File: config.mk
export PLATFORM = sky130hd
export DESIGN_NAME = cmplx_sqrt_feeder
export DESIGN_NICKNAME = d
export VERILOG_FILES = /design/src/rtl/cmplx_sqrt_feeder.sv
export SDC_FILE = /design/constraint.sdc
export NUM_CORES = 1
export LEC_CHECK = 0
export CAP_MARGIN = 20
export CORE_MARGIN = 10
export CORE_UTILIZATION = 56
export CTS_BUF_LIST = sky130_fd_sc_hd__clkbuf_4 sky130_fd_sc_hd__clkbuf_8 sky130_fd_sc_hd__clkbuf_16
export DETAILED_ROUTE_END_ITERATION = 16
export MAX_ROUTING_LAYER = met4
export PLACE_DENSITY = 0.85
export SYNTH_ARGS = -nofsm -noshare
export SYNTH_HDL_FRONTEND = slang
export SYNTH_SLANG_ARGS = --single-unit
File: constraint.sdc
create_clock -name clk -period 6.4 [get_ports clk]
set_input_delay 1.28 -clock clk [delete_from_list [all_inputs] [get_ports clk]]
set_output_delay 1.28 -clock clk [all_outputs]
set_load 0.01 [all_outputs]
File: src/rtl/cmplx_sqrt_feeder.sv
// -----------------------------------------------------------------------------
// cmplx_sqrt_feeder
//
// Upstream sequencer for the complex square-root core. Samples arrive on a
// valid/ready port and are buffered in a small circular FIFO. The core is then
// launched one sample at a time with a single-cycle start pulse. The operands
// stay frozen while the core works. Each result is held on a valid/ready output
// port until the consumer takes it, so neither side has to handle the core's
// start/valid protocol directly.
//
// Optional feature (macro SQRT_FEEDER_TIMEOUT_EN):
//   When defined, a 16-bit counter limits the time spent waiting for the core.
//   When the counter reaches TIMEOUT, the sample is aborted and returned with
//   zero data and o_m_err = 1.
//   When undefined, no counter is built, WAIT lasts until the core answers, and
//   o_m_err is tied to 0.
//
// Parameters:
//   DEPTH    input FIFO depth (power of 2, >= 2)
//   N_ITER   iteration count driven on o_core_n
//   TIMEOUT  WAIT-state abort limit in cycles (only used with the macro)
//   DATA_W   sample / result width
//
// Ports:
//   clk, rst                    clock (rising edge), asynchronous active-high reset
//   i_s_valid / o_s_ready       input handshake; ready = FIFO not full
//   i_s_x, i_s_y                input sample (real / imaginary)
//   o_core_start                one-cycle launch pulse to the core
//   o_core_n                    constant iteration count
//   o_core_x, o_core_y          registered operands, held until the result
//   i_core_valid                core result strobe
//   i_core_re, i_core_im        core result
//   o_m_valid / i_m_ready       output handshake
//   o_m_re, o_m_im, o_m_err     registered result and abort flag
//   o_busy                      FSM active or FIFO not empty
//   o_fifo_count                current FIFO occupancy
// -----------------------------------------------------------------------------
module cmplx_sqrt_feeder #(
    parameter int unsigned DEPTH   = 4,
    parameter logic [7:0]  N_ITER  = 8'd12,
    parameter logic [15:0] TIMEOUT = 16'd1023,
    parameter int unsigned DATA_W  = 16
) (
    input  logic                     clk,
    input  logic                     rst,
    input  logic                     i_s_valid,
    output logic                     o_s_ready,
    input  logic signed [DATA_W-1:0] i_s_x,
    input  logic signed [DATA_W-1:0] i_s_y,
    output logic                     o_core_start,
    output logic [7:0]               o_core_n,
    output logic signed [DATA_W-1:0] o_core_x,
    output logic signed [DATA_W-1:0] o_core_y,
    input  logic                     i_core_valid,
    input  logic signed [DATA_W-1:0] i_core_re,
    input  logic signed [DATA_W-1:0] i_core_im,
    output logic                     o_m_valid,
    input  logic                     i_m_ready,
    output logic signed [DATA_W-1:0] o_m_re,
    output logic signed [DATA_W-1:0] o_m_im,
    output logic                     o_m_err,
    output logic                     o_busy,
    output logic [$clog2(DEPTH):0]   o_fifo_count
);

    localparam int unsigned      PTR_W    = $clog2(DEPTH);
    localparam logic [PTR_W:0]   FULL_CNT = (PTR_W + 1)'(DEPTH);

    typedef enum logic [1:0] {
        S_IDLE   = 2'd0,
        S_LAUNCH = 2'd1,
        S_WAIT   = 2'd2,
        S_HOLD   = 2'd3
    } state_t;

    state_t                   r_state;
    state_t                   w_state_nxt;

    logic signed [DATA_W-1:0] r_mem_x [DEPTH];
    logic signed [DATA_W-1:0] r_mem_y [DEPTH];
    logic [PTR_W-1:0]         r_wr_ptr;
    logic [PTR_W-1:0]         r_rd_ptr;
    logic [PTR_W:0]           r_count;

    logic                     w_s_ready;
    logic                     w_push;
    logic                     w_pop;
    logic                     w_capture;
    logic                     w_abort;
    logic                     w_release;
    logic                     w_to_hit;

    logic                     r_core_start;
    logic signed [DATA_W-1:0] r_core_x;
    logic signed [DATA_W-1:0] r_core_y;
    logic                     r_m_valid;
    logic signed [DATA_W-1:0] r_m_re;
    logic signed [DATA_W-1:0] r_m_im;

    // Ready depends only on the registered count. A pop in the same cycle
    // does not reopen a full FIFO, so there is no combinational path from
    // the FSM to the producer.
    assign w_s_ready = (r_count != FULL_CNT);
    assign w_push    = i_s_valid && w_s_ready;

    // ---------------- FIFO storage (data is not reset) ----------------
    always_ff @(posedge clk) begin
        if (w_push) begin
            r_mem_x[r_wr_ptr] <= i_s_x;
            r_mem_y[r_wr_ptr] <= i_s_y;
        end
    end

    // ---------------- FIFO pointers and occupancy ----------------
    // DEPTH is a power of two, so the pointers wrap naturally.
    always_ff @(posedge clk or posedge rst) begin
        if (rst) begin
            r_wr_ptr <= '0;
            r_rd_ptr <= '0;
            r_count  <= '0;
        end else begin
            if (w_push) r_wr_ptr <= r_wr_ptr + 1'b1;
            if (w_pop)  r_rd_ptr <= r_rd_ptr + 1'b1;
            case ({w_push, w_pop})
                2'b10:   r_count <= r_count + 1'b1;
                2'b01:   r_count <= r_count - 1'b1;
                default: r_count <= r_count;
            endcase
        end
    end

`ifdef SQRT_FEEDER_TIMEOUT_EN
    // ---------------- WAIT-state abort counter ----------------
    logic [15:0] r_to_cnt;
    logic        r_m_err;

    always_ff @(posedge clk or posedge rst) begin
        if (rst) begin
            r_to_cnt <= '0;
        end else if (r_state == S_LAUNCH) begin
            r_to_cnt <= '0;
        end else if (r_state == S_WAIT) begin
            r_to_cnt <= r_to_cnt + 16'd1;
        end
    end

    // The abort happens on the edge at which the counter would reach TIMEOUT.
    assign w_to_hit = ((r_to_cnt + 16'd1) == TIMEOUT);

    always_ff @(posedge clk or posedge rst) begin
        if (rst) begin
            r_m_err <= 1'b0;
        end else if (w_capture) begin
            r_m_err <= 1'b0;
        end else if (w_abort) begin
            r_m_err <= 1'b1;
        end
    end

    assign o_m_err = r_m_err;
`else
    // Without the abort counter, TIMEOUT has no effect.
    logic [15:0] w_unused_timeout;
    assign w_unused_timeout = TIMEOUT;
    assign w_to_hit         = 1'b0;
    assign o_m_err          = 1'b0;
`endif

    // ---------------- FSM state register ----------------
    always_ff @(posedge clk or posedge rst) begin
        if (rst) begin
            r_state <= S_IDLE;
        end else begin
            r_state <= w_state_nxt;
        end
    end

    // ---------------- FSM next state / strobes ----------------
    // core_valid is looked at only in WAIT. Stray or late strobes in any
    // other state are ignored. When the result and the abort arrive on the
    // same edge, the result takes precedence.
    always_comb begin
        w_state_nxt = r_state;
        w_pop       = 1'b0;
        w_capture   = 1'b0;
        w_abort     = 1'b0;
        w_release   = 1'b0;
        case (r_state)
            S_IDLE: begin
                if (r_count != '0) begin
                    w_pop       = 1'b1;
                    w_state_nxt = S_LAUNCH;
                end
            end
            S_LAUNCH: begin
                w_state_nxt = S_WAIT;
            end
            S_WAIT: begin
                if (i_core_valid) begin
                    w_capture   = 1'b1;
                    w_state_nxt = S_HOLD;
                end else if (w_to_hit) begin
                    w_abort     = 1'b1;
                    w_state_nxt = S_HOLD;
                end
            end
            S_HOLD: begin
                if (i_m_ready) begin
                    w_release   = 1'b1;
                    w_state_nxt = S_IDLE;
                end
            end
            default: begin
                w_state_nxt = S_IDLE;
            end
        endcase
    end

    // ---------------- Registered core and result outputs ----------------
    // start is the pop strobe delayed by one register, so it is high exactly
    // while the FSM is in LAUNCH. The operands load only on a pop, so they
    // stay frozen through LAUNCH and WAIT.
    always_ff @(posedge clk or posedge rst) begin
        if (rst) begin
            r_core_start <= 1'b0;
            r_core_x     <= '0;
            r_core_y     <= '0;
            r_m_valid    <= 1'b0;
            r_m_re       <= '0;
            r_m_im       <= '0;
        end else begin
            r_core_start <= w_pop;
            if (w_pop) begin
                r_core_x <= r_mem_x[r_rd_ptr];
                r_core_y <= r_mem_y[r_rd_ptr];
            end
            if (w_capture) begin
                r_m_re <= i_core_re;
                r_m_im <= i_core_im;
            end else if (w_abort) begin
                r_m_re <= '0;
                r_m_im <= '0;
            end
            if (w_capture || w_abort) begin
                r_m_valid <= 1'b1;
            end else if (w_release) begin
                r_m_valid <= 1'b0;
            end
        end
    end

    assign o_s_ready    = w_s_ready;
    assign o_core_start = r_core_start;
    assign o_core_n     = N_ITER;
    assign o_core_x     = r_core_x;
    assign o_core_y     = r_core_y;
    assign o_m_valid    = r_m_valid;
    assign o_m_re       = r_m_re;
    assign o_m_im       = r_m_im;
    assign o_busy       = (r_state != S_IDLE) || (r_count != '0);
    assign o_fifo_count = r_count;

endmodule

; Word level (Yosys, flattened, before mapping)
; Memories as Yosys holds them, arrays and structs flattened. A register that Yosys moved wholly into a read port is not among the register bits.
; Index checks and enable logic that the tools add are counted.
[totals]
regBits = 43
mem_bits_rw = 128
inputBits = 69
out_inout_bits = 80
wordCells = 48
memories = 2
[op_classes]
add_sub_neg = 4
n_eq_ne = 9
mux = 17
reduce_logical = 8
[memory_table]
columns = memory, words, word_bits, rd, rd_ports_with_merged_regs, wr, line
row1 = r_mem_x, 4, 16, 1, 1, 1, 79  ; logic signed [DATA_W-1:0] r_mem_x [DEPTH];
row2 = r_mem_y, 4, 16, 1, 1, 1, 80  ; logic signed [DATA_W-1:0] r_mem_y [DEPTH];
[op_table]
columns = cell, n
row1 = $mux W16, 2
row2 = $mux W1, 10
row3 = $pmux W2 S4, 1
row4 = $eq A2 B2 Y1 const B, 3
row5 = $mux W2, 3
row6 = $ne A2 B2 Y1 const B, 3
row7 = $pmux W3 S2, 1
row8 = $reduce_bool A2 Y1, 3
row9 = $add A2 B1 Y2 const B, 2
row10 = $eq A2 B1 Y1 const B, 2
row11 = $add A3 B1 Y3 const B, 1
row12 = $ne A3 B3 Y1 const B, 1
row13 = $reduce_and A3 Y1, 1
row14 = $reduce_bool A3 Y1, 1
row15 = $sub A3 B1 Y3 const B, 1
row16 = $logic_not A2 Y1, 1
row17 = $logic_and A1 B1 Y1, 1
row18 = $logic_or A1 B1 Y1, 1

; Logic depth before layout (Yosys ltp)
[depth]
depth_word = 5
ltp_mapped = 11
depth_no_buf = 10

; Worst setup path after synthesis
; Ideal clock, no wire load.
[synth_path]
kind = input to register
startpoint = input i_s_valid
endpoint = register r_count[2], in the netlist o_fifo_count[2]
setup_ns = 0.080
arrival_ns = 2.417
slack_ns = 3.903
path_stages = 8
path_buffers = 0
cell_sequence = and2_4 > inv_1 > ha_1 > inv_1 > fa_1 > xor2_1 > nor2_1 > xor2_1
[synth_between]
elab_chain_len = 3
elab_cells_between_ends = 5
classes_between = eq/ne: 2 / mux: 1 / reduce/logical: 2
[synth_rtl]
columns = element, line
row1 = "start, declared", 46  ; input logic i_s_valid,
row2 = $logic_and A1 B1 Y1 *, 104  ; assign w_push = i_s_valid && w_s_ready;
row3 = $eq A2 B1 Y1 or $eq A2 B2 Y1 (tied branches), 124  ; case ({w_push, w_pop})
row4 = $pmux W3 S2 or $reduce_bool A2 Y1 (tied branches), -
row5 = "end signal, assigned", 125  ; 2'b10: r_count <= r_count + 1'b1;
row6 = "end signal, assigned", 126  ; 2'b01: r_count <= r_count - 1'b1;
row7 = "end signal, assigned", 127  ; default: r_count <= r_count;
row8 = "end, declared", 83  ; logic [PTR_W:0] r_count;
; Every way passes the cells marked *; elsewhere a longest branch is shown, timed or not.
; A chain may end at the register's enable or synchronous reset.

; Worst setup path in the final report
[layout_path]
startpoint = register r_count[0], in the netlist o_fifo_count[0]
endpoint = output o_s_ready
[layout_between]
elab_chain_len = 1
[layout_rtl]
columns = element, line
row1 = $ne A3 B3 Y1, 103  ; assign w_s_ready = (r_count != FULL_CNT);
row2 = "end, declared", 47  ; output logic o_s_ready,
; Every way passes these cells.

==> results.sh <==
export IMPL_status="completed"
export IMPL_antenna_found_initial=0
export IMPL_slew_violations=0
export IMPL_vias_per_cell=5.420
export IMPL_yosys_area_top_type="edfxtp_1"
export IMPL_antenna_left=0
export IMPL_grt_usage_pct=18.01
export IMPL_drc=0
export IMPL_p_total_mw=4.925
export IMPL_cts_hold_fix_buffers=0
export IMPL_drtPass1Iterations=4
export IMPL_fin_nets=665
export IMPL_synthTopCellsByArea="edfxtp_1, dfrtp_1, mux4_2"
export IMPL_cts_max_level=1
export IMPL_syn_inst=440
export IMPL_grt_max_degree=76
export IMPL_grt_pass1_wl_um=25720
export IMPL_start_util_pct=57.79
export IMPL_layout_drive_gt1_share_pct=19.33
export IMPL_wl_met3_um=1440
export IMPL_postCtsSetupRepairBufs=0
export IMPL_wl_per_cell_um=21.22
export IMPL_ir_drop_mv=0.2576
export IMPL_cts_resized=0
export IMPL_cts_max_path_buffers=3
export IMPL_maxSlewHeadroom_pct=36.20
export IMPL_top_layer="met4"
export IMPL_wl_met1_um=6791
export IMPL_grt_overflow_total=0
export IMPL_via_count=4206
export IMPL_yosysWarnings=0
export IMPL_slowest_delay_ns=0.50
export IMPL_setup_viol=0
export IMPL_cts_buffers=20
export IMPL_synth_avg_cell_area_um2=17.53
export IMPL_p_leak_nw=3.871
export IMPL_final_common_cell="clkdlybuf4s50_1"
export IMPL_wl_met2_um=7812
export IMPL_most_common_layout_cells="clkdlybuf4s50_1, edfxtp_1, nand2_1"
export IMPL_io_pins=149
export IMPL_clock_sinks=203
export IMPL_die_h_um=137.4
export IMPL_netlist_area_um2=7714
export IMPL_fillers=797
export IMPL_cp_end_kind="output pin"
export IMPL_seq_area_frac_synth_pct=74.16
export IMPL_crit_path_top_delay_cell="clkdlybuf4s50_1"
export IMPL_p_per_area_nw_per_um2=494.1
export IMPL_routed_wl_um=16470
export IMPL_dieWidth_um=137.4
export IMPL_cp_required_ns=5.12
export IMPL_fin_tns_setup_ns=0
export IMPL_root_buffer="clkbuf_16"
export IMPL_diodes=0
export IMPL_layout_min_cycle_time_ns=3.191
export IMPL_io_buffers=139
export IMPL_critPathMaxFanout=6
export IMPL_holdCritPathClass="reg -> reg"
export IMPL_hpwl_um=10630
export IMPL_finalHoldViolCount=0
export IMPL_cp_arrival_ns=1.91
export IMPL_tritoncts="done"
export IMPL_area_growth_pct=29.20
export IMPL_max_freq_mhz=313.4
export IMPL_drtIter0Drc=257
export IMPL_design_core_area_um2=13350
export IMPL_worst_slew_pin_transition_ns=0.9570
export IMPL_path_clk_slew_ns=0.06
export IMPL_fp_row_count=42
export IMPL_cap_violations=0
export IMPL_fin_worst_skew_ns=0.006934
export IMPL_synth_top_cell_area_share_pct=49.83
export IMPL_die_area_um2=18870
export IMPL_grt_setup_unrepaired="no"
export IMPL_holdWs_ns=0.4704
export IMPL_ys_types=25
export IMPL_crit_path_start_kind="register"
export IMPL_clock_latency_ns=0.48
export IMPL_gp_congestion=0.8330
export IMPL_worst_setup_path_type="reg -> out"
export IMPL_synth_seq_cells=203
export IMPL_first_global_vias=4663
export IMPL_crit_path_cell_trace="or3b_4 > clkdlybuf4s50_1"
export IMPL_finalCritPeriodShare_pct=49.85
final timing paths:
kind	from	endpoint	slack, ns	cells after the start
setup / recovery	o_fifo_count[0]	o_s_ready	3.21	2
hold / removal	o_core_x[5]	o_core_x[5]	0.47	2
setup reg to reg	r_state[0]	o_fifo_count[2]	3.80	10
hold reg to reg	o_core_x[5]	o_core_x[5]	0.47	2
max in group asynchronous	rst	r_rd_ptr[1]	4.31	3
min in group asynchronous	rst	o_m_re[10]	1.44	3
cells in the mapped netlist (all sizes together):
cell type,count
a222oi,1
and2,1
and3,4
buf,20
clkbuf,6
conb,2
dfrtp,75
edfxtp,128
fa,1
ha,9
inv,12
mux2,34
mux2i,2
mux4,32
nand2,102
nor2,2
nor3,1
o31ai,1
or3b,1
xnor2,4
xor2,2
cell type report:
class / instances / area (um^2) / share of cell area, %
clock inverters: 8 / 91.34 / 0.9165
flip-flops and latches: 203 / 5723 / 57.43
clock buffers: 28 / 608.1 / 6.102
repair buffers: 143 / 1454 / 14.59
inverters: 12 / 46.29 / 0.4645
well taps: 176 / 220.2 / 2.210
multi-input cells: 206 / 1823 / 18.29
power breakdown:
| group | total (mW) | switching, mW | internal (mW) |
|---|---|---|---|
| registers | 2.08 | 0.254 | 1.83 |
| logic | 1.64 | 0.747 | 0.891 |
| clock network | 1.20 | 0.459 | 0.745 |
| total | 4.92 | 1.46 | 3.46 |
kinds of logic after synthesis:
logic type      share of synthesized area (%)
flops                                   74.16
simple gates                            5.775
mux                                     14.61
buf+inv                                 2.547
fa+ha+maj                               1.719
xor+xnor                               0.6813
other cells                           0.09736
compound gates                         0.4055
critical path: cells and delay by family (launching register included):
kind / cells / cell delay, ns
DFF: 1 / 0.47
buffers and inverters: 1 / 0.50
and+or+nand+nor: 1 / 0.46
through the flow:
stage                     instances  worst slack (ns)  cell area (um^2)  utilization, %
after floorplan                 447             3.210              7740               -
after global placement          738             3.216              9219           69.07
after detailed placement        740             3.307              9266           69.42
after CTS                       776             3.196              9966           74.66
after global routing            776             3.166              9966           74.66
final                           776             3.209              9966           74.66
sequential cells by signal, indices dropped and copies added (netlist names):
register      flops
o_core_start      1
o_core_x         16
o_core_y         16
o_fifo_count      3
o_m_im           16
o_m_re           16
o_m_valid         1
r_mem_x          64
r_mem_y          64
r_rd_ptr          2
r_state           2
r_wr_ptr          2
routing by layer:
metal  track usage [%]  vias to the layer above
met2             29.04                      181
met4             5.621                        0
met5                 -                        -
li1                  -                     1866
met3             4.661                       34
met1             22.02                     2125
(Power assumes the default switching activity.)
